==> src/rtl/di_issue_ctrl.sv <==
// Second-slot (I2) dual-issue scheduler: gates I2 ID->EX advance alongside the primary issue,
// stalls I2 on PI load-use hazards, flushes on kill/branch and throttles PAIR re-entry.
module di_issue_ctrl #(
   parameter int REG_ADDR_W   = 5,
   parameter int COOLDOWN_CYC = 2,
   parameter int CNT_W        = 32
) (
   input  logic                  clk,
   input  logic                  rst_n,
   input  logic                  di_en_cfg,
   input  logic                  cnt_clr,
   input  logic                  pi_id_ready,
   input  logic                  pi_ex_ready,
   input  logic                  pi_wb_ready,
   input  logic                  pi_data_misaligned,
   input  logic                  pi_branch_taken_ex,
   input  logic                  pi_load_stall,
   input  logic                  pi_unusal_state_prevent_di,
   input  logic                  pi_unusal_state_kill_di,
   input  logic                  pi_halt_id,
   input  logic                  pi_load_in_ex,
   input  logic [REG_ADDR_W-1:0] pi_load_rd_ex,
   input  logic                  i2_instr_valid_id,
   input  logic                  i2_rs1_used,
   input  logic                  i2_rs2_used,
   input  logic [REG_ADDR_W-1:0] i2_rs1_addr_id,
   input  logic [REG_ADDR_W-1:0] i2_rs2_addr_id,
   output logic                  i2_issue_id,
   output logic                  i2_kill,
   output logic                  i2_load_stall_cond,
   output logic                  di_active,
   output logic [1:0]            di_state,
   output logic [CNT_W-1:0]      di_pair_cnt
);

   localparam int CD_W = (COOLDOWN_CYC < 1) ? 1 : $clog2(COOLDOWN_CYC + 1);
   localparam logic [CD_W-1:0] CD_RELOAD = CD_W'(COOLDOWN_CYC);

   typedef enum logic [1:0] {
      ST_OFF   = 2'd0,
      ST_PAIR  = 2'd1,
      ST_STALL = 2'd2,
      ST_DRAIN = 2'd3
   } di_state_e;

   di_state_e        state_r, state_nxt_s;
   logic [CD_W-1:0]  cd_cnt_r, cd_cnt_nxt_s;
   logic [CNT_W-1:0] pair_cnt_r;
   logic             hazard_s, kev_s, ok_s;
   logic             rs1_hit_s, rs2_hit_s;
   logic             issue_s, kill_s, stall_cond_s;
   logic             unused_wb_ready_s;

   // WB readiness is a debug-only observation; it never affects scheduling.
   assign unused_wb_ready_s = pi_wb_ready;

   assign rs1_hit_s = i2_rs1_used & (i2_rs1_addr_id == pi_load_rd_ex);
   assign rs2_hit_s = i2_rs2_used & (i2_rs2_addr_id == pi_load_rd_ex);
   // x0 is never a real load destination, so it cannot create a hazard.
   assign hazard_s  = i2_instr_valid_id & pi_load_in_ex &
                      (pi_load_rd_ex != {REG_ADDR_W{1'b0}}) & (rs1_hit_s | rs2_hit_s);
   assign kev_s     = pi_unusal_state_kill_di | pi_branch_taken_ex;
   assign ok_s      = di_en_cfg & ~pi_unusal_state_prevent_di & ~pi_halt_id;

   // Next-state, cooldown and combinational slot outputs; kill beats prevent beats hazard.
   always_comb begin
      state_nxt_s  = state_r;
      cd_cnt_nxt_s = cd_cnt_r;
      issue_s      = 1'b0;
      kill_s       = 1'b0;
      stall_cond_s = 1'b0;
      case (state_r)
         ST_OFF: begin
            if (ok_s) begin
               if (cd_cnt_r == {CD_W{1'b0}}) begin
                  state_nxt_s  = ST_PAIR;
                  cd_cnt_nxt_s = {CD_W{1'b0}};
               end else begin
                  cd_cnt_nxt_s = cd_cnt_r - {{(CD_W-1){1'b0}}, 1'b1};
               end
            end else begin
               cd_cnt_nxt_s = CD_RELOAD;
            end
         end
         ST_PAIR: begin
            issue_s      = i2_instr_valid_id & pi_id_ready & ~hazard_s &
                           ~pi_load_stall & ~kev_s & ok_s;
            stall_cond_s = hazard_s;
            kill_s       = kev_s;
            if (kev_s) begin
               state_nxt_s = ST_DRAIN;
            end else if (!ok_s) begin
               state_nxt_s  = ST_OFF;
               cd_cnt_nxt_s = CD_RELOAD;
            end else if (hazard_s) begin
               state_nxt_s = ST_STALL;
            end else begin
               state_nxt_s = ST_PAIR;
            end
         end
         ST_STALL: begin
            stall_cond_s = 1'b1;
            kill_s       = kev_s;
            if (kev_s) begin
               state_nxt_s = ST_DRAIN;
            end else if (pi_ex_ready && !pi_data_misaligned) begin
               if (ok_s) begin
                  state_nxt_s = ST_PAIR;
               end else begin
                  state_nxt_s  = ST_OFF;
                  cd_cnt_nxt_s = CD_RELOAD;
               end
            end else begin
               state_nxt_s = ST_STALL;
            end
         end
         ST_DRAIN: begin
            kill_s = 1'b1;
            if (pi_id_ready && !kev_s) begin
               state_nxt_s  = ST_OFF;
               cd_cnt_nxt_s = CD_RELOAD;
            end else begin
               state_nxt_s = ST_DRAIN;
            end
         end
         default: begin
            state_nxt_s  = ST_OFF;
            cd_cnt_nxt_s = CD_RELOAD;
         end
      endcase
   end

   // State and cooldown registers.
   always_ff @(posedge clk or negedge rst_n) begin
      if (!rst_n) begin
         state_r  <= ST_OFF;
         cd_cnt_r <= CD_RELOAD;
      end else begin
         state_r  <= state_nxt_s;
         cd_cnt_r <= cd_cnt_nxt_s;
      end
   end

   // Saturating paired-issue counter; clear wins over increment.
   always_ff @(posedge clk or negedge rst_n) begin
      if (!rst_n) begin
         pair_cnt_r <= {CNT_W{1'b0}};
      end else if (cnt_clr) begin
         pair_cnt_r <= {CNT_W{1'b0}};
      end else if (issue_s && (pair_cnt_r != {CNT_W{1'b1}})) begin
         pair_cnt_r <= pair_cnt_r + {{(CNT_W-1){1'b0}}, 1'b1};
      end else begin
         pair_cnt_r <= pair_cnt_r;
      end
   end

   assign i2_issue_id        = issue_s;
   assign i2_kill            = kill_s;
   assign i2_load_stall_cond = stall_cond_s;
   assign di_state           = state_r;
   assign di_active          = (state_r == ST_PAIR) | (state_r == ST_STALL);
   assign di_pair_cnt        = pair_cnt_r;

endmodule
==> config.mk <==
export PLATFORM = sky130hd
export DESIGN_NAME = di_issue_ctrl
export DESIGN_NICKNAME = d
export VERILOG_FILES = /design/src/rtl/di_issue_ctrl.sv
export SDC_FILE = /design/constraint.sdc
export NUM_CORES = 1
export LEC_CHECK = 0
export BUFFER_PORTS_ARGS = -buffer_cell sky130_fd_sc_hd__buf_2
export CAP_MARGIN = 20
export CORE_MARGIN = 5
export CORE_UTILIZATION = 56
export CTS_CLUSTER_DIAMETER = 200
export DETAILED_ROUTE_END_ITERATION = 6
export PLACE_DENSITY = 0.95
export SLEW_MARGIN = 20
export SYNTH_ARGS = -nofsm -noshare
export SYNTH_HDL_FRONTEND = slang
export SYNTH_SLANG_ARGS = --single-unit
export TNS_END_PERCENT = 20
==> constraint.sdc <==
create_clock -name clk -period 5.2 [get_ports clk]
set_clock_uncertainty 0.2 [all_clocks]
set_input_delay 0 -clock clk [delete_from_list [all_inputs] [get_ports clk]]
set_output_delay 0 -clock clk [all_outputs]
set_load 0.005 [all_outputs]
==> metrics, run 1 <==
Die Span X=76.3 um; Tot Pwr=0.723 mW; worst r2r path cells=8; hold_sp=pi_unusal_state_prevent_di; async set or reset register ratio after synthesis=100%; Worst-path clk slew=0.07 ns; clk root buf=clkbuf_8; peak supply drop=0.228 mV; crit path launch=di_state[1]$_DFFE_PN0P_; buffers added on ports=68; relative slew slack=46.3%; area grow syn2layout=19.9%; Max Slew Vio Count=0; register area share after synthesis=36.6%; vias in the first global route=2531; final global-route overflow total=0; Hold WC Path Type=input port to flop; Worst setup SP type=flop; Worst EP required=5.18 ns; Seq cells post-synth=36; Layout Cells excl Fill=401; DRC errors left=0; Worst-Margin Slew=0.806 ns; FF-to-FF Start=di_state[1]$_DFFE_PN0P_; Reg2Reg Setup Slack=1.94 ns; Worst Path Max Fanout=6; I/O pins=70; TritonCTS buffer count=5; setup slack after layout=1.94 ns; Max Cap Violations=0; gr usage total=22.9%; most frequent cells in the layout=buf_2, dfrtp_1, a21oi_1, nor2_1; Final Hold Fails=0; Final period util=62.7%; pre-CTS WS=1.95 ns; initial antenna violation count=0; CTS Hold Bufs=4; Layout Utilization=68.3%; PD cells=245 nW/um2; Final #Nets=387; Die Ht=76.3 um; post-synth cell types=43; CTS HTree Levels=2; Worst Hold Depth=4; Final HPWL DP=4720 um; maximum clock path buffer count=2; ANT cells=0; syn_area_per_cell=8.71 um2; RSZ-0062 raised after global routing=no; WHS Endpoint=cd_cnt_r[1]$_DFFE_PN1P_; Placer Congestion=0.876; ranking of synthesized cells by area=dfrtp_1, mux2_2, or4_1; num rows=24; RR Endpoint=di_pair_cnt[21]$_DFFE_PN0P_; total negative slack=0 ns; total number of vias=2537; Worst Setup End Kind=flop; Placeable Area=4320 um2; routed wire length=6590 um; latest clock arrival within the worst-skew pair=0.30 ns; final setup violating endpoints=0; Syn Nets=321; Synth Cell Area=2460 um2; Post-synth EDFFs=0; CTS tree=built; Leakage=1.30 nW; Initial Utilization=57.0%; outcome=finished clean; Yosys top cell area share=35.6%; Top FF cell, synth=dfrtp_1; first-pass GRT wire length=11200 um; largest net degree at the start of global routing=45; critical path type=flop to flop; starting DRC count in detailed routing=231; DR WL/cell=16.4 um; setup bufs post-CTS=0; Synth Instances=283; CTS resizes=0; commonest non-fill, non-tap cell in the layout=buf_2; CP Data Arrival Time=3.24 ns; cell taking the most area after synthesis=dfrtp_1; Ys Warns=0; CTS Sinks=36; Vias/cell=6.33; Fmax=307 MHz; die area=5830 um2; Initial DRT Pass Iterations=5; layout cells sized above 1=27.5%; remaining antenna violation count=0; placed insts=390; min cycle time layout=3.26 ns
-- layout make-up --
| cell class | count | area [um2] |
|---|---|---|
| repair buffers | 73 | 388 |
| fillers | 348 | 1370 |
| inverters | 5 | 18.8 |
| well taps | 52 | 65.1 |
| multi-input cells | 228 | 1480 |
| flip-flops and latches | 36 | 902 |
| clock buffers | 7 | 96.3 |
-- flip-flops by register name, summed over array words and instances, names as in the netlist --
register / count
di_pair_cnt: 32
di_state: 2
cd_cnt_r: 2
-- worst max-delay path, stage by stage, from the launching register on --
cell,delay (ns)
dfrtp_1,0.42
inv_1,0.11
ha_1,0.24
nand4bb_1,0.18
or4_4,0.56
or3_4,0.42
nor3_1,0.32
nor4b_2,0.32
mux2_2,0.37
-- per-stage QoR --
step           hold slack, ns  area, um2
2_1_floorplan          -0.496       2460
3_3_place_gp          -0.0740       2820
3_5_place_dp          -0.0657       2820
4_1_cts                0.0166       2950
5_1_grt                0.0819       2950
6_report               0.0122       2950
-- how the worst max path moves through the flow --
stage          slack [ns]                          end
4_1_cts              1.95  di_pair_cnt[21]$_DFFE_PN0P_
5_1_grt              1.77  di_pair_cnt[21]$_DFFE_PN0P_
6_report             1.94  di_pair_cnt[21]$_DFFE_PN0P_
3_5_place_dp         1.95  di_pair_cnt[21]$_DFFE_PN0P_
2_1_floorplan        2.29  di_pair_cnt[21]$_DFFE_PN0P_
3_3_place_gp         2.13  di_pair_cnt[21]$_DFFE_PN0P_
-- kinds of logic after synthesis --
group,count (synthesis),synth area share (%)
adder cells (fa/ha/maj),6,3.05
multiplexers,11,5.03
flip-flops,36,36.6
XOR/XNOR,10,3.55
AO/OA/AOI/OAI,60,14.6
AND/OR/NAND/NOR,141,34.0
buffers and inverters,19,3.20
-- report_power, final --
group	internal, mW	switching, mW	total, mW
Sequential	0.296	0.0114	0.308
Combinational	0.0875	0.109	0.197
Clock	0.118	0.101	0.219
-- cells in the mapped netlist (all sizes together) (4+ instances only) --
cell	n
nand4	14
nor2b	12
nor3	7
nor4	7
dfrtp	35
xnor2	10
o31ai	12
nand2	16
o21ai	15
ha	6
a21oi	23
or3	11
nand3	16
clkbuf	13
and2	4
or4	18
nor2	19
inv	5
and3	4
mux2	11
-- per-layer routing --
| metal | global-route usage [%] | share of wire [%] | vias up | wire [um] |
|---|---|---|---|---|
| li1 | - | - | 1204 | - |
| met1 | 27.2 | 39 | 1178 | 2580 |
| met2 | 38.6 | 51 | 128 | 3370 |
| met3 | 6.15 | 6.6 | 27 | 432 |
| met4 | 10.1 | 3.2 | 0 | 210 |
| met5 | 0 | 0 | - | 0 |
No activity file was read; power rests on OpenSTA's default activity.
==> run 2, diff against run 1 <==
--- a/config.mk
+++ b/config.mk
@@ -5,13 +5,14 @@
 export SDC_FILE = /design/constraint.sdc
 export NUM_CORES = 1
 export LEC_CHECK = 0
+export ABC_AREA = 1
 export BUFFER_PORTS_ARGS = -buffer_cell sky130_fd_sc_hd__buf_2
 export CAP_MARGIN = 20
 export CORE_MARGIN = 5
-export CORE_UTILIZATION = 56
+export CORE_UTILIZATION = 54
 export CTS_CLUSTER_DIAMETER = 200
 export DETAILED_ROUTE_END_ITERATION = 6
-export PLACE_DENSITY = 0.95
+export PLACE_DENSITY = 0.93
 export SLEW_MARGIN = 20
 export SYNTH_ARGS = -nofsm -noshare
 export SYNTH_HDL_FRONTEND = slang
==> constraint.sdc (replaced) <==
create_clock -name clk -period 3.3 [get_ports clk]
set_clock_uncertainty 0.2 [all_clocks]
set_input_delay 0 -clock clk [delete_from_list [all_inputs] [get_ports clk]]
set_output_delay 0 -clock clk [all_outputs]
set_load 0.005 [all_outputs]
==> run 2 against run 1 <==
  * Routed wire length rose by 10%
  * Sequential share of layout area down 3.0 points
  * Combinational power is 68% higher
  * Hold slack lost 0.0083 ns
  * Global-route usage decreased by 0.39 points
  * Sequential power rose by 61%
  * Final area rose by 11%
  * Flip-flop and latch count stayed put
  * First-iteration DRC count shrank 17%
  * Clock power up 47%
  * Total power grew 59%
  * Final cell count increased by 45%
==> metrics, run 2 <==
Yosys top cell area share=31.4%; remaining antenna violation count=0; pre-CTS WS=0.845 ns; total negative slack=0 ns; routed wire length=7260 um; buffers added on ports=68; min cycle time layout=2.46 ns; Post-synth EDFFs=0; cell taking the most area after synthesis=dfrtp_1; Seq cells post-synth=36; latest clock arrival within the worst-skew pair=0.29 ns; maximum clock path buffer count=2; GR Util met1=27.3%; share of total power in the clock network=28.1%; final setup violating endpoints=0; Most Used Layer, Global Route=met2; Synth Area in Simple Gates=46.6%; RSZ-0062 raised after global routing=no; Die Span X=81.8 um; most frequent cells in the layout=nand2_1, nor2_1, buf_2, nand3_1, inv_1; crit path launch=pi_unusal_state_prevent_di; Worst Setup End Kind=flop; Leakage=1.71 nW; Synth Cell Area=2790 um2; Fmax=407 MHz; commonest non-fill, non-tap cell in the layout=nand2_1; largest net degree at the start of global routing=37; Tot Pwr=1.15 mW; Final #Nets=548; CTS resizes=0; Placer Congestion=0.958; most frequent cell after synthesis=nand2_1; met3 GRT Util=4.17%; relative slew slack=47.0%; outcome=finished clean; Worst EP required=3.27 ns; hold_sp=pi_halt_id; setup bufs post-CTS=0; Die Ht=81.8 um; Placement Cell Area=3140 um2; syn_area_per_cell=6.30 um2; Worst Path Max Fanout=5; Final Hold Fails=0; first-pass GRT wire length=11900 um; Sw Share=32.5%; ranking of synthesized cells by area=dfrtp_1, nand2_1, nor2_1; Syn Nets=480; Initial Utilization=55.2%; Vias/cell=5.17; register area share after synthesis=32.4%; gr usage total=22.5%; initial antenna violation count=0; post-synthesis xor/xnor area fraction=5.66%; combinational power share=28.8%; post-synth cell types=31; Compound-Gate Fraction of Synth Area=4.18%; die area=6690 um2; Synth Instances=442; starting DRC count in detailed routing=192; Max Slew Vio Count=0; Final HPWL DP=5380 um; Max Cap Violations=0; num rows=26; CTS tree=built; DR WL/cell=12.5 um; clk root buf=clkbuf_8; DRC errors left=0; async set or reset register ratio after synthesis=100%; max reg flops=32; I/O pins=70; Ys Warns=0; Worst-Margin Slew=0.795 ns; Layout Utilization=64.9%; FF-to-FF Start=di_state[1]$_DFFE_PN0P_; TritonCTS buffer count=5; Layout Cells excl Fill=581; area grow syn2layout=17.5%; vias in the first global route=2789; setup slack after layout=0.843 ns; Final period util=74.5%; list of most frequent post-synthesis cells=nand2_1, nor2_1, nand3_1, inv_1, dfrtp_1; PD cells=351 nW/um2; layout cells sized above 1=17.2%; Worst-path clk slew=0.07 ns; final global-route overflow total=0; Worst setup SP type=input port; Hold WC Path Type=input port to flop; main combinational cell family by area after synthesis=simple AND/OR/NAND/NOR gates; switching power=0.373 mW; CP Data Arrival Time=2.42 ns; CTS Hold Bufs=4; post-synthesis adder-cell area fraction=2.70%; FILL cells=462; Internal Power=0.775 mW; final instance area=3270 um2; Top FF cell, synth=dfrtp_1; ANT cells=0; placed insts=569; peak supply drop=0.281 mV; Initial DRT Pass Iterations=4; CTS Sinks=36; total number of vias=3006; mux share of post-synthesis cell area=0%; critical path type=input port to flop; Sequential Power Share=43.1%; hold_ws=0.00384 ns; CTS HTree Levels=2; Placeable Area=5040 um2; GR Layer Usage met2=40.5%
run 2: path summary, 6_finish.rpt:
kind / depth (start not counted) / slack, ns / end
setup / recovery: 9 / 0.84 / di_state[0]$_DFFE_PN0P_
hold / removal: 6 / 0.004 / cd_cnt_r[0]$_DFFE_PN0P_
setup reg to reg: 8 / 0.85 / di_pair_cnt[30]$_DFFE_PN0P_
hold reg to reg: 2 / 0.33 / cd_cnt_r[0]$_DFFE_PN0P_
min in group asynchronous: 2 / 0.13 / di_pair_cnt[2]$_DFFE_PN0P_
max in group asynchronous: 2 / 2.25 / cd_cnt_r[0]$_DFFE_PN0P_
run 2: layout make-up:
class / instances / area (um2) / share of cell area (%)
flip-flops and latches: 36 / 902 / 27.6
clock buffers: 8 / 90.1 / 2.75
repair buffers: 74 / 395 / 12.1
multi-input cells: 353 / 1650 / 50.3
inverters: 40 / 150 / 4.59
well taps: 70 / 87.6 / 2.68
run 2: per-layer routing:
layer / share of wire, % / up-vias
li1: - / 1528
met1: 41 / 1339
met2: 49 / 129
met3: 8.6 / 10
met4: 1.2 / 0
met5: 0 / -
run 2: power by group through the flow:
stage / Clock [mW] / Sequential (mW) / Combinational [mW]
floorplan: 0 / 0.501 / 0.213
global placement: 0 / 0.501 / 0.312
detailed placement: 0 / 0.504 / 0.327
CTS: 0.323 / 0.496 / 0.332
global route: 0.349 / 0.500 / 0.385
finish: 0.323 / 0.495 / 0.331
run 2: critical path, stage by stage:
cell,delay (ns)
dlygate4sd3_1,0.53
buf_2,0.12
nor3_2,0.34
dlygate4sd3_1,0.67
inv_1,0.07
o21ai_0,0.27
nand2_1,0.12
nor3_1,0.21
a21oi_1,0.10
run 2: logic make-up after synthesis:
group,count (synthesis)
AO/OA/AOI/OAI,22
XOR/XNOR,18
adder cells (fa/ha/maj),6
buffers and inverters,53
flip-flops,36
AND/OR/NAND/NOR,307
==> run 3, diff against run 2 <==
--- a/config.mk
+++ b/config.mk
@@ -9,10 +9,10 @@
 export BUFFER_PORTS_ARGS = -buffer_cell sky130_fd_sc_hd__buf_2
 export CAP_MARGIN = 20
 export CORE_MARGIN = 5
-export CORE_UTILIZATION = 54
+export CORE_UTILIZATION = 49
 export CTS_CLUSTER_DIAMETER = 200
 export DETAILED_ROUTE_END_ITERATION = 6
-export PLACE_DENSITY = 0.93
+export PLACE_DENSITY = 0.89
 export SLEW_MARGIN = 20
 export SYNTH_ARGS = -nofsm -noshare
 export SYNTH_HDL_FRONTEND = slang
==> constraint.sdc (replaced) <==
create_clock -name clk -period 2.02 [get_ports clk]
set_clock_uncertainty 0.2 [all_clocks]
set_input_delay 0 -clock clk [delete_from_list [all_inputs] [get_ports clk]]
set_output_delay 0 -clock clk [all_outputs]
set_load 0.005 [all_outputs]
==> run 3 against run 2 <==
  * The run now ends with negative setup slack left
  * Combinational power grew 120%
  * Register-to-register slack worse by 0.93 ns
  * Final cell count increased by 5.9%
  * Global-route usage fell by 1.1 points
  * Via count up 13%
  * Final area is 16% higher
  * Sequential power increased by 62%
  * Largest power group unchanged
==> metrics, run 3 (same netlist as run 2, synthesis figures left out) <==
Worst-path clk slew=0.07 ns; peak supply drop=0.394 mV; DRC errors left=0; Final #Nets=580; remaining antenna violation count=0; Worst Hold Depth=6; commonest non-fill, non-tap cell in the layout=nand2_1; Max Slew Vio Count=0; most frequent cells in the layout=nand2_1, nor2_1, buf_2, nand3_1, inv_1; final setup violating endpoints=32; Placer Congestion=0.967; layout cells sized above 1=27.3%; Final HPWL DP=5520 um; CTS Sinks=36; Final period util=104%; area grow syn2layout=36.1%; Hold WC Path Type=input port to flop; GR Util met1=25.4%; RSZ-0062 raised after global routing=yes; Initial DRT Pass Iterations=7; Placement Cell Area=3260 um2; critical path type=flop to flop; Vias/cell=5.54; Worst EP required=2.00 ns; PD cells=541 nW/um2; TritonCTS buffer count=5; CTS tree=built; num rows=27; Leakage=1.95 nW; GR Layer Usage met2=38.5%; max reg flops=32; Most Used Layer, Global Route=met2; setup slack after layout=-0.0786 ns; I/O pins=70; ANT cells=0; die area=7290 um2; CP Data Arrival Time=2.08 ns; CTS HTree Levels=2; Placeable Area=5510 um2; Fmax=477 MHz; Layout Cells excl Fill=615; buffers added on ports=68; outcome=finished with violations; initial antenna violation count=0; gr usage total=21.4%; routed wire length=9320 um; DR WL/cell=15.2 um; clk root buf=clkbuf_8; Worst setup SP type=flop; placed insts=586; final global-route overflow total=0; latest clock arrival within the worst-skew pair=0.29 ns; starting DRC count in detailed routing=505; final instance area=3790 um2; Die Span X=85.4 um; worst r2r path cells=10; Worst-Margin Slew=1.05 ns; relative slew slack=29.7%; min cycle time layout=2.10 ns; met3 GRT Util=4.56%; largest net degree at the start of global routing=37; failing checks=negative setup slack; Max Cap Violations=0; maximum clock path buffer count=2; vias in the first global route=2993; Initial Utilization=50.6%; Final Hold Fails=0; Worst Setup End Kind=flop; first-pass GRT wire length=13000 um; Worst Path Max Fanout=8; total number of vias=3409; Die Ht=85.4 um
[run 3: changes by cell type in the layout (fill, tap and decap cells not counted), sizes merged]
cell         change
clkbuf           +1
buf             +25
dlygate4sd3      +1
clkinv           +2
nand2            +3
[run 3: worst max-delay path, cell delays in order, from the launching register on]
cell       delay, ns
dfrtp_1         0.41
nand2_1         0.17
nor2_2          0.21
nand2_1         0.14
nor2_2          0.19
nand3_4         0.10
nand4_4         0.15
clkbuf_16       0.19
nand2_8         0.09
nand2_1         0.10
nand2_1         0.05
[run 3: power by group]
part	switching (mW)	internal [mW]	total (mW)
sequential	0.0312	0.769	0.800
combinational	0.403	0.313	0.716
clock	0.261	0.272	0.534
[run 3: layout make-up]
type / count / area, um2
inverter: 40 / 150
clock inverter: 2 / 10.0
fill: 425 / 1720
tap: 72 / 90.1
clock buffer: 6 / 82.6
sequential: 36 / 908
multi-input combinational: 356 / 1820
timing repair buffer: 103 / 724
[run 3: path summary, 6_finish.rpt]
path / from / to / slack (ns)
min reg2reg: cd_cnt_r[1]$_DFFE_PN1P_ / cd_cnt_r[1]$_DFFE_PN1P_ / 0.32
min: pi_ex_ready / di_state[1]$_DFFE_PN0P_ / 0.03
max reg2reg: di_pair_cnt[25]$_DFFE_PN0P_ / di_pair_cnt[20]$_DFFE_PN0P_ / -0.08
min in group asynchronous: rst_n / di_pair_cnt[20]$_DFFE_PN0P_ / 0.15
max in group asynchronous: rst_n / di_pair_cnt[21]$_DFFE_PN0P_ / 0.90
max: di_pair_cnt[25]$_DFFE_PN0P_ / di_pair_cnt[20]$_DFFE_PN0P_ / -0.08
[run 3: through the flow]
stage	hold WS [ns]	total power, mW	setup TNS, ns	util (%)	setup slack [ns]
after floorplan	-0.496	1.17	0	-	0.163
after global placement	-0.0727	1.36	0	59.1	0.0540
after detailed placement	-0.0644	1.39	-0.228	59.1	-0.0255
after CTS	0.00138	2.00	0	63.8	0.00947
after global routing	0.0644	2.17	-3.99	68.8	-0.144
final	0.0301	2.05	-2.07	68.8	-0.0786
[run 3: what timing repair did]
action	4_1_cts	5_1_grt
buffers inserted	5	4
setup endpoints to repair	32	33
hold endpoints to repair	38	0
hold buffers	5	0
gates cloned	1	6
resized for setup	9	39
pin swaps	2	15
[run 3: metal layers]
| layer | vias to the layer above | share of wire, % |
|---|---|---|
| li1 | 1593 | - |
| met1 | 1539 | 37 |
| met2 | 234 | 49 |
| met4 | 0 | 3.4 |
| met5 | - | 0 |
| met3 | 43 | 11 |
